### src/rtl/kmap_pkg.sv
// kmap_pkg: shared types and sizes for the 4-input truth-table capture engine.
//   state_e  : sweep FSM states
//   NUM_VARS : number of stimulus variables (A..D)
//   TT_W     : truth-table width (one bit per minterm)
//   IDX_W    : minterm index width
package kmap_pkg;

  localparam int unsigned NUM_VARS = 4;
  localparam int unsigned TT_W     = 16;
  localparam int unsigned IDX_W    = 4;

  typedef enum logic [1:0] {
    StIdle,
    StDrive,
    StSample,
    StDone
  } state_e;

endpackage

### src/rtl/kmap_tt_capture_if.sv
// kmap_tt_capture_if: handshake, stimulus and readback signals of the capture engine.
//   start, expected      : sweep request and expected truth table (harness -> engine)
//   drv_a..drv_d         : minterm stimulus, A is the MSB (engine -> function under test)
//   dut_out              : output of the function under test (harness -> engine)
//   busy, done, tt, pass : status and results (engine -> harness)
//   first_fail           : only with KMAP_TT_FIRST_FAIL_EN; {any fail, lowest failing minterm}
// Modports: master = harness side, slave = capture engine.
interface kmap_tt_capture_if;
  import kmap_pkg::*;

  logic            start;
  logic [TT_W-1:0] expected;
  logic            drv_a;
  logic            drv_b;
  logic            drv_c;
  logic            drv_d;
  logic            dut_out;
  logic            busy;
  logic            done;
  logic [TT_W-1:0] tt;
  logic            pass;
`ifdef KMAP_TT_FIRST_FAIL_EN
  logic [IDX_W:0]  first_fail;
`endif

  modport master (
    output start, expected, dut_out,
    input  drv_a, drv_b, drv_c, drv_d, busy, done, tt, pass
`ifdef KMAP_TT_FIRST_FAIL_EN
    , input first_fail
`endif
  );

  modport slave (
    input  start, expected, dut_out,
    output drv_a, drv_b, drv_c, drv_d, busy, done, tt, pass
`ifdef KMAP_TT_FIRST_FAIL_EN
    , output first_fail
`endif
  );

endinterface

### src/rtl/kmap_settle_timer.sv
// kmap_settle_timer: loadable down-counter timing the per-minterm settle window.
//   clk, rst : clock, synchronous active-high reset
//   load     : load load_val (takes priority over dec)
//   load_val : value loaded; expire rises after load_val further decrements
//   dec      : count down by one (saturates at zero)
//   expire   : counter is zero
module kmap_settle_timer
  import kmap_pkg::*;
#(
  parameter int unsigned Width = IDX_W
) (
  input  logic             clk,
  input  logic             rst,
  input  logic             load,
  input  logic [Width-1:0] load_val,
  input  logic             dec,
  output logic             expire
);

  logic [Width-1:0] count_q;

  always_ff @(posedge clk) begin
    if (rst) begin
      count_q <= '0;
    end else if (load) begin
      count_q <= load_val;
    end else if (dec && !expire) begin
      count_q <= count_q - 1'b1;
    end
  end

  assign expire = (count_q == '0);

endmodule

### src/rtl/kmap_tt_capture.sv
// kmap_tt_capture: sweeps all 16 minterms onto A..D, holds each for SETTLE_CYCLES cycles,
// samples dut_out into a truth table and compares it against a latched expected table.
//   clk, rst : clock, synchronous active-high reset
//   bus      : kmap_tt_capture_if.slave (start/expected in, drv_*/busy/done/tt/pass out)
// Parameter SETTLE_CYCLES (1..15): cycles the stimulus is held before sampling.
// Optional feature macro KMAP_TT_FIRST_FAIL_EN adds first_fail = {any fail, lowest minterm}.
module kmap_tt_capture
  import kmap_pkg::*;
#(
  parameter int unsigned SETTLE_CYCLES = 1
) (
  input  logic                clk,
  input  logic                rst,
  kmap_tt_capture_if.slave    bus
);

  // Timer expires after SETTLE_CYCLES-1 decrements, i.e. SETTLE_CYCLES cycles in StDrive.
  localparam logic [IDX_W-1:0] SettleLoad = IDX_W'(SETTLE_CYCLES - 1);

  state_e              state_q, state_d;
  logic [IDX_W-1:0]    idx_q, idx_d;
  logic [TT_W-1:0]     tt_q, tt_d;
  logic [TT_W-1:0]     exp_q, exp_d;
  logic                pass_q, pass_d;
  logic [NUM_VARS-1:0] drv_q, drv_d;
  logic                pass_now;
  logic                done;
  logic                tmr_load, tmr_dec, tmr_expire;
`ifdef KMAP_TT_FIRST_FAIL_EN
  logic [IDX_W:0]      ff_q, ff_d;
`endif

  kmap_settle_timer #(
    .Width (IDX_W)
  ) u_settle_timer (
    .clk      (clk),
    .rst      (rst),
    .load     (tmr_load),
    .load_val (SettleLoad),
    .dec      (tmr_dec),
    .expire   (tmr_expire)
  );

  // Final sample is already in tt_q during StDone, so pass is valid alongside done.
  assign pass_now = (tt_q == exp_q);

  always_comb begin
    state_d  = state_q;
    idx_d    = idx_q;
    tt_d     = tt_q;
    exp_d    = exp_q;
    pass_d   = pass_q;
    tmr_load = 1'b0;
    tmr_dec  = 1'b0;
    done     = 1'b0;
`ifdef KMAP_TT_FIRST_FAIL_EN
    ff_d     = ff_q;
`endif
    unique case (state_q)
      StIdle: begin
        if (bus.start) begin
          exp_d    = bus.expected;
          tt_d     = '0;
          pass_d   = 1'b0;
          idx_d    = '0;
          tmr_load = 1'b1;
          state_d  = StDrive;
`ifdef KMAP_TT_FIRST_FAIL_EN
          ff_d     = '0;
`endif
        end
      end
      StDrive: begin
        if (tmr_expire) begin
          state_d = StSample;
        end else begin
          tmr_dec = 1'b1;
        end
      end
      StSample: begin
        tt_d[idx_q] = bus.dut_out;
`ifdef KMAP_TT_FIRST_FAIL_EN
        if ((bus.dut_out != exp_q[idx_q]) && !ff_q[IDX_W]) begin
          ff_d = {1'b1, idx_q};
        end
`endif
        // Check the last minterm before incrementing so idx never wraps.
        if (idx_q == IDX_W'(TT_W - 1)) begin
          state_d = StDone;
        end else begin
          idx_d    = idx_q + 1'b1;
          tmr_load = 1'b1;
          state_d  = StDrive;
        end
      end
      StDone: begin
        done    = 1'b1;
        pass_d  = pass_now;
        state_d = StIdle;
      end
      default: state_d = StIdle;
    endcase

    // Stimulus is registered: it follows idx while sweeping and is zero otherwise.
    drv_d = ((state_d == StDrive) || (state_d == StSample)) ? idx_d : '0;
  end

  always_ff @(posedge clk) begin
    if (rst) begin
      state_q <= StIdle;
      idx_q   <= '0;
      tt_q    <= '0;
      exp_q   <= '0;
      pass_q  <= 1'b0;
      drv_q   <= '0;
`ifdef KMAP_TT_FIRST_FAIL_EN
      ff_q    <= '0;
`endif
    end else begin
      state_q <= state_d;
      idx_q   <= idx_d;
      tt_q    <= tt_d;
      exp_q   <= exp_d;
      pass_q  <= pass_d;
      drv_q   <= drv_d;
`ifdef KMAP_TT_FIRST_FAIL_EN
      ff_q    <= ff_d;
`endif
    end
  end

  assign bus.drv_a = drv_q[3];
  assign bus.drv_b = drv_q[2];
  assign bus.drv_c = drv_q[1];
  assign bus.drv_d = drv_q[0];
  assign bus.busy  = (state_q == StDrive) || (state_q == StSample);
  assign bus.done  = done;
  assign bus.tt    = tt_q;
  assign bus.pass  = (state_q == StDone) ? pass_now : pass_q;
`ifdef KMAP_TT_FIRST_FAIL_EN
  assign bus.first_fail = ff_q;
`endif

endmodule

### src/flat_wrapper.sv
// flat-port wrapper written by rule: the top's interface ports become plain ports
module kmap_tt_capture_flat import kmap_pkg::*;
#(
  parameter int unsigned SETTLE_CYCLES = 1
)
  (clk, rst, bus_start, bus_expected, bus_dut_out, bus_drv_a, bus_drv_b, bus_drv_c, bus_drv_d, bus_busy, bus_done, bus_tt, bus_pass);
  kmap_tt_capture_if bus_i ();
  input  logic clk;
  input  logic rst;
  input wire logic [$bits(bus_i.start)-1:0] bus_start;
  input wire logic [$bits(bus_i.expected)-1:0] bus_expected;
  input wire logic [$bits(bus_i.dut_out)-1:0] bus_dut_out;
  output wire logic [$bits(bus_i.drv_a)-1:0] bus_drv_a;
  output wire logic [$bits(bus_i.drv_b)-1:0] bus_drv_b;
  output wire logic [$bits(bus_i.drv_c)-1:0] bus_drv_c;
  output wire logic [$bits(bus_i.drv_d)-1:0] bus_drv_d;
  output wire logic [$bits(bus_i.busy)-1:0] bus_busy;
  output wire logic [$bits(bus_i.done)-1:0] bus_done;
  output wire logic [$bits(bus_i.tt)-1:0] bus_tt;
  output wire logic [$bits(bus_i.pass)-1:0] bus_pass;
  assign bus_i.start = bus_start;
  assign bus_i.expected = bus_expected;
  assign bus_i.dut_out = bus_dut_out;
  assign bus_drv_a = bus_i.drv_a;
  assign bus_drv_b = bus_i.drv_b;
  assign bus_drv_c = bus_i.drv_c;
  assign bus_drv_d = bus_i.drv_d;
  assign bus_busy = bus_i.busy;
  assign bus_done = bus_i.done;
  assign bus_tt = bus_i.tt;
  assign bus_pass = bus_i.pass;
  kmap_tt_capture #(.SETTLE_CYCLES(SETTLE_CYCLES)) u_core (.clk(clk), .rst(rst), .bus(bus_i));
endmodule
### config.mk
export PLATFORM = sky130hd
export DESIGN_NAME = kmap_tt_capture_flat
export DESIGN_NICKNAME = d
export VERILOG_FILES = /design/src/rtl/kmap_pkg.sv /design/src/rtl/kmap_tt_capture_if.sv /design/src/rtl/kmap_settle_timer.sv /design/src/rtl/kmap_tt_capture.sv /design/src/flat_wrapper.sv
export SDC_FILE = /design/constraint.sdc
export NUM_CORES = 1
export LEC_CHECK = 0
export CAP_MARGIN = 20
export CORE_ASPECT_RATIO = 0.7
export CORE_MARGIN = 1
export CORE_UTILIZATION = 56
export CTS_BUF_LIST = sky130_fd_sc_hd__clkbuf_16
export CTS_CLUSTER_DIAMETER = 100
export DETAILED_ROUTE_END_ITERATION = 16
export PLACE_DENSITY_LB_ADDON = 0.1
export SLEW_MARGIN = 10
export SYNTH_ARGS = -nofsm -noshare
export SYNTH_HDL_FRONTEND = slang
export SYNTH_HIERARCHICAL = 1
export SYNTH_SLANG_ARGS = --single-unit
export TNS_END_PERCENT = 100
### constraint.sdc
create_clock -name clk -period 3.89 [get_ports clk]
set_clock_uncertainty 0.1 [all_clocks]
set_input_delay 0.389 -clock clk [delete_from_list [all_inputs] [get_ports clk]]
set_output_delay 0.389 -clock clk [all_outputs]
set_load 0.02 [all_outputs]
==> metrics.md <==
| Metric | Value |
|---|---|
| Most common flop cell mapped by yosys | `dfxtp_1` |
| Non-filler cells, final | `around 370` |
| First-pass DRT Iterations | `6` |
| Horizontal die dimension | `79.77 um` |
| Remaining Overflow, GRT | `0` |
| Post-synthesis to final-layout area growth | `23.32%` |
| Max-slew violation total from the final report | `0` |
| Count of filler cells inserted in the layout | `319` |
| Distinct cell type count after synthesis | `between 40 and 50` |
| Clock root buffer | `clkbuf_16` |
| CTS H-tree depth | `2` |
| DRC errors left | `0` |
| Switch Pwr | `0.2899 mW` |
| Total of max-cap violations | `0` |
| Arrival time reported for the critical path endpoint | `roughly 2.2 ns` |
| # Post-CTS Setup Buffers | `0` |
| Clock insertion delay at the later pin of the skew report | `between 0.2 and 0.3 ns` |
| Number of ports placed on the die boundary | `between 40 and 50` |
| Maximum buffer depth of the clock tree | `2` |
| Category of the most critical setup path | `flop to primary output` |
| Fraction of power spent switching nets | `0.2640` |
| Buffers added on ports | `42` |
| First-pass GRT wire length | `9032 um` |
| Leakage power of the design | `roughly 1.1 nW` |
| Final core occ | `0.7321` |
| Slew Limit Headroom | `0.3810` |
| Clock-pin slew of the registers on the worst-case setup and hold paths | `~0.060 ns` |
| Leading cell type in the layout, fill and taps excluded | `dfxtp_1` |
| Count of mapped cells out of synthesis | `around 290` |
| Netlist area before placement | `between 2000 and 2500 sq um` |
| Fraction of power consumed by combinational cells | `0.161` |
| Area taken by multi-input logic gates | `1321 sq um` |
| Max Clk Rate | `371.0 MHz` |
| Starting density of the core | `0.5937` |
| Total Negative Setup Slacks | `0 ns` |
| Power Density | `375.6 nW/um^2` |
| Nets@finish | `350` |
| Hold violation total from the final report | `0` |
| Peak ir drop on the vdd network | `about 0.35 mV` |
| Relative contribution of the clock network to total power | `0.367` |
| Clock tree from TritonCTS | `yes` |
| Final setup vio count | `0` |
| Register bit count reported by yosys | `47` |
| Length in cells of the worst reg-to-reg path | `8` |
| Run status | `finished clean` |
| Antenna violations before repair | `0` |
| Detailed Route Iter0 Violations | `103` |
| Placer Congestion | `between 0.7 and 0.8` |
| Antenna diode count | `0` |
| Part of the cycle the worst path needs | `0.6930` |
| Maximum net fanout on the critical path | `3` |
| Sequential share of the synthesized area | `0.3968` |
| Ordered cell list for the critical path | `xor2_1 -> nor4_1 -> nand3_1 -> o22ai_1 -> clkdlybuf4s50_1` |
| Number of clock sinks seen by CTS | `between 40 and 50` |
| Asr flop ratio synth | `0` |
| Sum of routed wire length over all layers | `between 5000 and 6000 um` |
| Global-route usage over all layers | `0.2583` |
| Number of cells in the design after placement | `around 370` |
| Internal power consumption | `0.8083 mW` |
| CP required | `about 3.4 ns` |
| Standard cell core area | `3994 sq um` |
| Share of power burned in registers | `0.472` |
| Number of global-route vias before repair | `1900` |
| Average cell area after synthesis | `~8.3 sq um` |
| Average detailed-routed wire length per instance | `approximately 15 um` |
| Vias | `approximately 2100` |
| Delay contributed by the slowest stage of the critical path | `between 0.6 and 0.7 ns` |
| Via count normalized by instance count | `approximately 5.7` |
| Setup repair after global routing missed its margin | `false` |
| Highest-delay cell along the critical path | `clkdlybuf4s50_1` |
| Die Y-Extent | `about 56 um` |
| Most frequent cells in the layout | `dfxtp_1 (47), nand2_1 (42), clkdlybuf4s50_1 (41)` |
| Min cycle time layout | `approximately 2.7 ns` |
| Footprint of the flip-flops and latches | `between 900 and 1000 sq um` |
| Ratio of cells with drive above 1 in the final layout | `0.04348` |
| Slew at the pin closest to its max-slew limit | `~0.93 ns` |
| HPWL Detailed | `around 3600 um` |
| Hold depth | `2` |
| Full die area | `4502 sq um` |
| Count of synthesis-stage warnings from yosys | `6` |
| Startpoint types | `flop` |
| Number of gates resized after cts | `0` |
| Count of antenna-violating nets left after detailed routing | `0` |
| Largest net degree at the start of global routing | `50` |
| Critical path capture point type | `primary output` |
| Hold_buf cts | `0` |
| Cts bufs inserted | `5` |
| Classification of the worst-slack hold path | `flop to flop` |
| Total number of placement rows | `19` |
| Post-synth EDFFs | `0` |
-- layout make-up --
class	instances	share of cell area
Inverter	10	0.01284
Multi-Input combinational cell	214	0.4519
Clock inverter	3	0.003851
Clock buffer	5	0.04279
Tap cell	52	0.02225
Timing Repair Buffer	43	0.1446
Sequential cell	47	0.3218
-- per-stage QoR --
| stage | cell area (sq um) | hold WS, ns | setup WS, ns | total power, mW |
|---|---|---|---|---|
| 6_report | 2924 | 0.3670 | 1.194 | 1.098 |
| 4_1_cts | 2924 | 0.3665 | 1.237 | 1.101 |
| 5_1_grt | 2924 | 0.3800 | 1.089 | 1.145 |
| 2_1_floorplan | 2382 | 0.3478 | 1.575 | 0.6508 |
| 3_3_place_gp | 2780 | 0.3559 | 1.320 | 0.6956 |
| 3_5_place_dp | 2788 | 0.3580 | 1.251 | 0.7014 |
-- power groups by stage --
| stage | clock network [mW] | registers [mW] | logic (mW) |
|---|---|---|---|
| after floorplan | 0 | 0.525 | 0.126 |
| after global placement | 0 | 0.528 | 0.168 |
| after detailed placement | 0 | 0.529 | 0.173 |
| after CTS | 0.409 | 0.518 | 0.174 |
| after global routing | 0.431 | 0.520 | 0.194 |
| final | 0.403 | 0.518 | 0.176 |
-- worst paths after layout --
kind                                                  startpoint         endpoint  slack [ns]
worst max-delay path                            u_core/bus.tt[9]         bus_pass        1.19
worst min-delay path                             u_core/exp_q[4]  u_core/exp_q[4]        0.37
worst max register to register  u_core/u_settle_timer/count_q[1]  u_core/drv_q[1]        1.25
worst min register to register                   u_core/exp_q[4]  u_core/exp_q[4]        0.37
-- cell families (layout without fill, tap and decap cells) --
family          count (synthesis)  count (layout)  share of synthesized area
xor+xnor                       17              17                    0.06280
mux                             3               3                    0.01477
compound gates                 87              87                     0.2354
simple gates                   94              94                     0.1905
fa+ha+maj                       9               9                    0.04749
flops                          47              47                     0.3968
other cells                     1               4                   0.001582
buf+inv                        29              61                    0.05066
-- metal layers --
layer,share of wire,up-vias,global-route usage
li1,-,1064,-
met5,0,-,0
met1,0.50,995,0.3667
met2,0.44,63,0.3932
met3,0.051,7,0.05854
met4,0.0098,0,0.06888
-- cell usage after synthesis, types with 2 or more instances --
cell | number | area share
buf_2 | 2 | 0.0042
nor3_1 | 3 | 0.0063
xor2_1 | 15 | 0.055
dfxtp_1 | 47 | 0.40
a211oi_1 | 2 | 0.0063
nand2_1 | 42 | 0.066
clkbuf_1 | 15 | 0.024
nor2b_1 | 3 | 0.0079
and2_1 | 2 | 0.0053
ha_1 | 9 | 0.047
o21ai_0 | 18 | 0.038
a221oi_1 | 2 | 0.0074
nand3_1 | 21 | 0.044
inv_1 | 10 | 0.016
nor2_1 | 12 | 0.019
nor4_1 | 3 | 0.0079
mux2i_1 | 2 | 0.0084
a311oi_1 | 2 | 0.0074
a21oi_1 | 36 | 0.076
a21o_1 | 3 | 0.0095
xnor2_1 | 2 | 0.0074
a21boi_0 | 16 | 0.051
-- worst max-delay path, delay by kind of cell (launching register included) --
kind / cells / cell delay, ns
buffers and inverters: 1 / 0.62
AND/OR/NAND/NOR: 2 / 0.62
XOR/XNOR: 1 / 0.18
flip-flops: 1 / 0.35
AO/OA/AOI/OAI: 1 / 0.15
-- sequential cells by signal, indices dropped and copies added (netlist names) --
signal / flops
u_core/u_settle_timer/count_q: 4
u_core/exp_q: 16
u_core/state_q: 2
u_core/idx_q: 4
u_core/bus.tt: 16
u_core/pass_q: 1
u_core/drv_q: 4
(Power assumes the default switching activity.)
==> edit 1, RTL diff (config.mk and constraints unchanged) <==
The 4 states of `state_e` get a one-hot encoding in 4 bits.
--- a/src/rtl/kmap_pkg.sv
+++ b/src/rtl/kmap_pkg.sv
@@ -9,11 +9,11 @@
   localparam int unsigned TT_W     = 16;
   localparam int unsigned IDX_W    = 4;
 
-  typedef enum logic [1:0] {
-    StIdle,
-    StDrive,
-    StSample,
-    StDone
+  typedef enum logic [3:0] {
+    StIdle   = 4'b0001,
+    StDrive  = 4'b0010,
+    StSample = 4'b0100,
+    StDone   = 4'b1000
   } state_e;
 
 endpackage
Check against the original RTL: same outputs for any inputs over 10 cycles, from zero or initial values and one cycle with rst high; not proved beyond that.
==> edit 1 against the original RTL <==
Power shrank 4.7%; sequential cell count grew 2; setup slack lost 280 ps; critical path depth is the same; largest power group unchanged; sequential share of layout area grew 1.5 points; clock power shrank 2%; largest cell class unchanged; synthesized area shrank 1.3%; design area shrank 0.51%; critical endpoint unchanged; global-route usage grew 1.4 points; routed wire length grew 4.1%; highest routed layer unchanged; utilization grew 0.060 points.
==> edit 1: results (changes against the original RTL) <==
Layout
  – Share of cells above drive strength 1: 0.0400 (-0.00348)
  – Fillers: 323 (+1.3%)
  – Inverters: 8 (-2)
  – Multi-input gate area: 1260 um2 (-4.3%)
  – Non-CTS buffers: 44 (+2.3%)
  – ClkCell Share: 0.0456 (-0.00105)
  – Final-layout non-clock buffer area share: 0.150 (+0.00505)
  – Sequential cell area: 981 um2 (+4.3%)
  – Multi-input gates: 217 (+1.4%)

Pwr
  – Leakage: 0.00108 uW (-4.1%)
  – Worst vdd ir: 0.000259 V (-27%)
  – Power Density: 360 nW/um2 (-4.3%)

Synthesis
  – Top post-synthesis cells by count: a21oi_1, dfxtp_1, nand2_1, nand3_1, o21ai_0
  – Xor and xnor area share after synthesis: 0.0636 (+0.000806)
  – Sequential cell area fraction in the yosys report: 0.419 (+0.0222)
  – Synth Area in Compound Gates: 0.206 (-0.0296)
  – Synth Area in Adders: 0.0267 (-0.0208)
  – Fraction of synthesized area in multiplexers: 0.00428 (-0.0105)
  – Top area cells in the synthesized netlist: dfxtp_1, a21oi_1, nand2_1
  – YS warnings: 6 (unchanged)
  – Ys async rst share: 0 (unchanged)
  – Count of different cell masters after synthesis: 45 (+7.1%)
  – Mapped Cells: 290 (+1.0%)

GRT
  – First-pass GRT wire length: 9290 um (+2.9%)
  – M1 GR Usage: 0.386 (+0.0194)
  – Met2 usage: 0.425 (+0.0317)
  – Vias in the first global route: 1977 (+4.1%)
  – Met3 Use GR: 0.0557 (-0.00280)
  – Pin count of the biggest net entering global routing: 27 (-46%)
  – All-layer global routing usage: 0.273 (+0.0143)

CTS
  – Clk_lat worst skew: 280 ps (about the same)
  – Clock Pin Slew Worst Setup and Hold Paths: 60 ps (about the same)
  – Total setup buffers inserted after CTS: 0 (unchanged)
  – Clock sink total: 49 (+4.3%)

Setup path
  – CP max stage delay: 640 ps (+20 ps)
  – Worst endpoint data arrival time: 2490 ps (+280 ps)
  – Crit-path max FO: 6 (+3)

Route
  – Iter 0 DRT Violations: 240 (+130%)
  – Via count: 2175 (+2.2%)
  – DRT Wirelength: 5730 um (+4.1%)
  – WL met1: 2660 um (-2.7%)
  – Wire length on met3: 462 um (+66%)
  – Drt pass-1 iters: 5 (-1)
  – Vias per std cell: 5.77 (+1.3%)
  – Met2 wire length: 2530 um (+3.9%)

Timing
  – Slew HR: 0.357 (-0.0238)

Placement
  – # port buffers: 42 (unchanged)
  – Placed cells: 370 (+1.1%)
  – Pre-CTS setup slack: 1210 ps (-38.2 ps)
  – GP Congestion: 0.849 (+9.3%)
  – DP Area: 2780 um2 (-0.40%)
  – Post-DP HPWL: 3880 um (+7.8%)

Status
  – Status: finished, final reports clean
edit 1: changes by cell type after synthesis, sizes merged, moves of 3 or more:
| cell | unedited run | this run |
|---|---|---|
| a21oi | 36 | 51 |
| ha | 9 | 5 |
| nor2 | 12 | 16 |
| a21boi | 16 | 0 |
| nand2 | 42 | 39 |
edit 1: final timing paths:
| check | end | cells after the start | slack (ps) | from |
|---|---|---|---|---|
| hold reg to reg | u_core/exp_q[3]$_SDFFE_PP0P_ | 2 | 370 | u_core/exp_q[3]$_SDFFE_PP0P_ |
| hold / removal | u_core/exp_q[3]$_SDFFE_PP0P_ | 2 | 370 | u_core/exp_q[3]$_SDFFE_PP0P_ |
| setup reg to reg | u_core/u_settle_timer/count_q[2]$_SDFFE_PP0P_ | 7 | 1510 | u_core/idx_q[0]$_SDFF_PP0_ |
| setup / recovery | bus_pass | 5 | 920 | u_core/state_q[3]$_SDFF_PP0_ |
edit 1: power by group:
group	switching (uW)	internal [uW]
clock	164	230
combinational	66.5	51.0
sequential	15.7	519
total	246	800
==> edit 2, RTL diff (same flow settings) <==
Made on the original files. `TT_W`: 16 -> 12.
--- a/src/rtl/kmap_pkg.sv
+++ b/src/rtl/kmap_pkg.sv
@@ -6,7 +6,7 @@
 package kmap_pkg;
 
   localparam int unsigned NUM_VARS = 4;
-  localparam int unsigned TT_W     = 16;
+  localparam int unsigned TT_W     = 12;
   localparam int unsigned IDX_W    = 4;
 
   typedef enum logic [1:0] {
Interface: changed (resized bus_expected and bus_tt); port bits go from 43 to 35. No check against the original RTL was run, so the function may have changed too.
==> edit 2 against the original RTL <==
Sequential cell count decreased by 8; design area decreased by 13%; power decreased by 9.6%; routed wire length decreased by 13%; global-route usage increased by 1.1 points; setup slack improved by 100 ps; synthesized area decreased by 14%; register-to-register slack improved by 150 ps; first-iteration DRC count increased by 36%; largest cell class unchanged; highest routed layer unchanged.
==> edit 2: results (changes against the original RTL) <==
Min path
  – Min-Delay Endpoint: u_core/exp_q[3]$_SDFFE_PP0P_
  – Hold_sp: u_core/exp_q[3]$_SDFFE_PP0P_
  – WHS Path Cells: 2 (unchanged)

Synthesis
  – Sequential cell area fraction in the yosys report: 0.382 (-0.0149)
  – Fraction of synthesized area in multiplexers: 0.0275 (+0.0128)
  – YS warnings: 6 (unchanged)
  – Top_reg_cell synth: dfxtp_1
  – Count of different cell masters after synthesis: 55 (+31%)
  – Syn avg cell area: 8.77 um2 (+6.2%)
  – Top area cells in the synthesized netlist: dfxtp_1, nand2_1, a21oi_1
  – Xor and xnor area share after synthesis: 0.0557 (-0.00711)
  – Synth Area in Compound Gates: 0.206 (-0.0291)
  – Top post-synthesis cells by count: dfxtp_1, nand2_1, a21oi_1, nor2_1
  – Ys async rst share: 0 (unchanged)
  – Synth Area in Adders: 0.0551 (+0.00759)

GRT
  – M1 GR Usage: 0.363 (-0.00335)
  – Pin count of the biggest net entering global routing: 28 (-44%)
  – Met2 usage: 0.436 (+0.0432)
  – Vias in the first global route: 1631 (-14%)
  – Met3 Use GR: 0.0615 (+0.00300)
  – First-pass GRT wire length: 7680 um (-15%)
  – All-layer global routing usage: 0.269 (+0.0110)

Setup path
  – Worst endpoint data arrival time: 2110 ps (-100 ps)
  – R2r worst-path depth: 6 (-2)
  – RR Endpoint: u_core/drv_q[0]$_SDFF_PP0_
  – Beginning of the critical path: u_core/bus.tt[0]$_SDFFE_PP0P_
  – Worst reg2reg path startpoint: u_core/state_q[0]$_SDFF_PP0_
  – Reg2reg setup slack: 1400 ps (+150 ps)

Placement
  – # port buffers: 34 (-19%)
  – DP Area: 2410 um2 (-13%)
  – GP Congestion: 0.855 (+10%)
  – Placed cells: 308 (-16%)
  – Post-DP HPWL: 3360 um (-6.7%)

Route
  – WL met1: 2300 um (-16%)
  – Met2 wire length: 2130 um (-13%)
  – Wire length on met3: 341 um (+23%)
  – Iter 0 DRT Violations: 140 (+36%)
  – Via count: 1754 (-18%)
  – Vias per std cell: 5.55 (-2.5%)
  – WL per Instance: 15.2 um (+3.3%)
  – Max layer used: met4
  – Drt pass-1 iters: 4 (-2)

CTS
  – Root Driver: clkbuf_16

Layout
  – Antenna Diode Count: 0 (unchanged)
  – Share of cells above drive strength 1: 0.0818 (+0.0383)
  – Final cell utilization of the core: 0.770 (+0.0375)
  – Final #Nets: 293 (-16%)
  – Fillers: 269 (-16%)

Timing
  – Hold Slack: 375 ps (+7.66 ps)
  – Worst Tran Pin Value: 1130 ps (+201 ps)
  – # setup viols final: 0 (unchanged)
  – Setup TNS: 0 ps (unchanged)
  – Final WS setup: 1290 ps (+100 ps)

Pwr
  – Internal power: 726 uW (-10%)
  – Worst vdd ir: 0.000251 V (-29%)
  – Leakage: 0.000939 uW (-17%)

Status
  – Status: finished, final reports clean
-- edit 2: layout make-up --
cell class                 count  area share
clock buffer                   5      0.0490
tap                           47      0.0230
clock inverter                 3     0.00637
multi-input combinational    179       0.468
sequential                    39       0.306
inverter                       8      0.0118
timing repair buffer          35       0.136
-- edit 2: logic make-up after synthesis --
group,after synthesis
multiplexers,5
XOR/XNOR,13
AO/OA/AOI/OAI,57
AND/OR/NAND/NOR,91
other,1
buffers and inverters,18
flip-flops,39
adder cells (fa/ha/maj),9
-- edit 2: critical path, cell delays in order, from the launching register on --
cell and delay, ps:
dfxtp_1 330, xor2_1 180, nor4_1 490, a41o_1 240, clkdlybuf4s50_1 600
-- edit 2: power groups by stage --
stage	clock, uW	sequential [uW]	combinational [uW]
floorplan	0	437	128
global placement	0	440	167
finish	385	432	175
CTS	391	432	173
detailed placement	0	441	171
global route	413	434	192
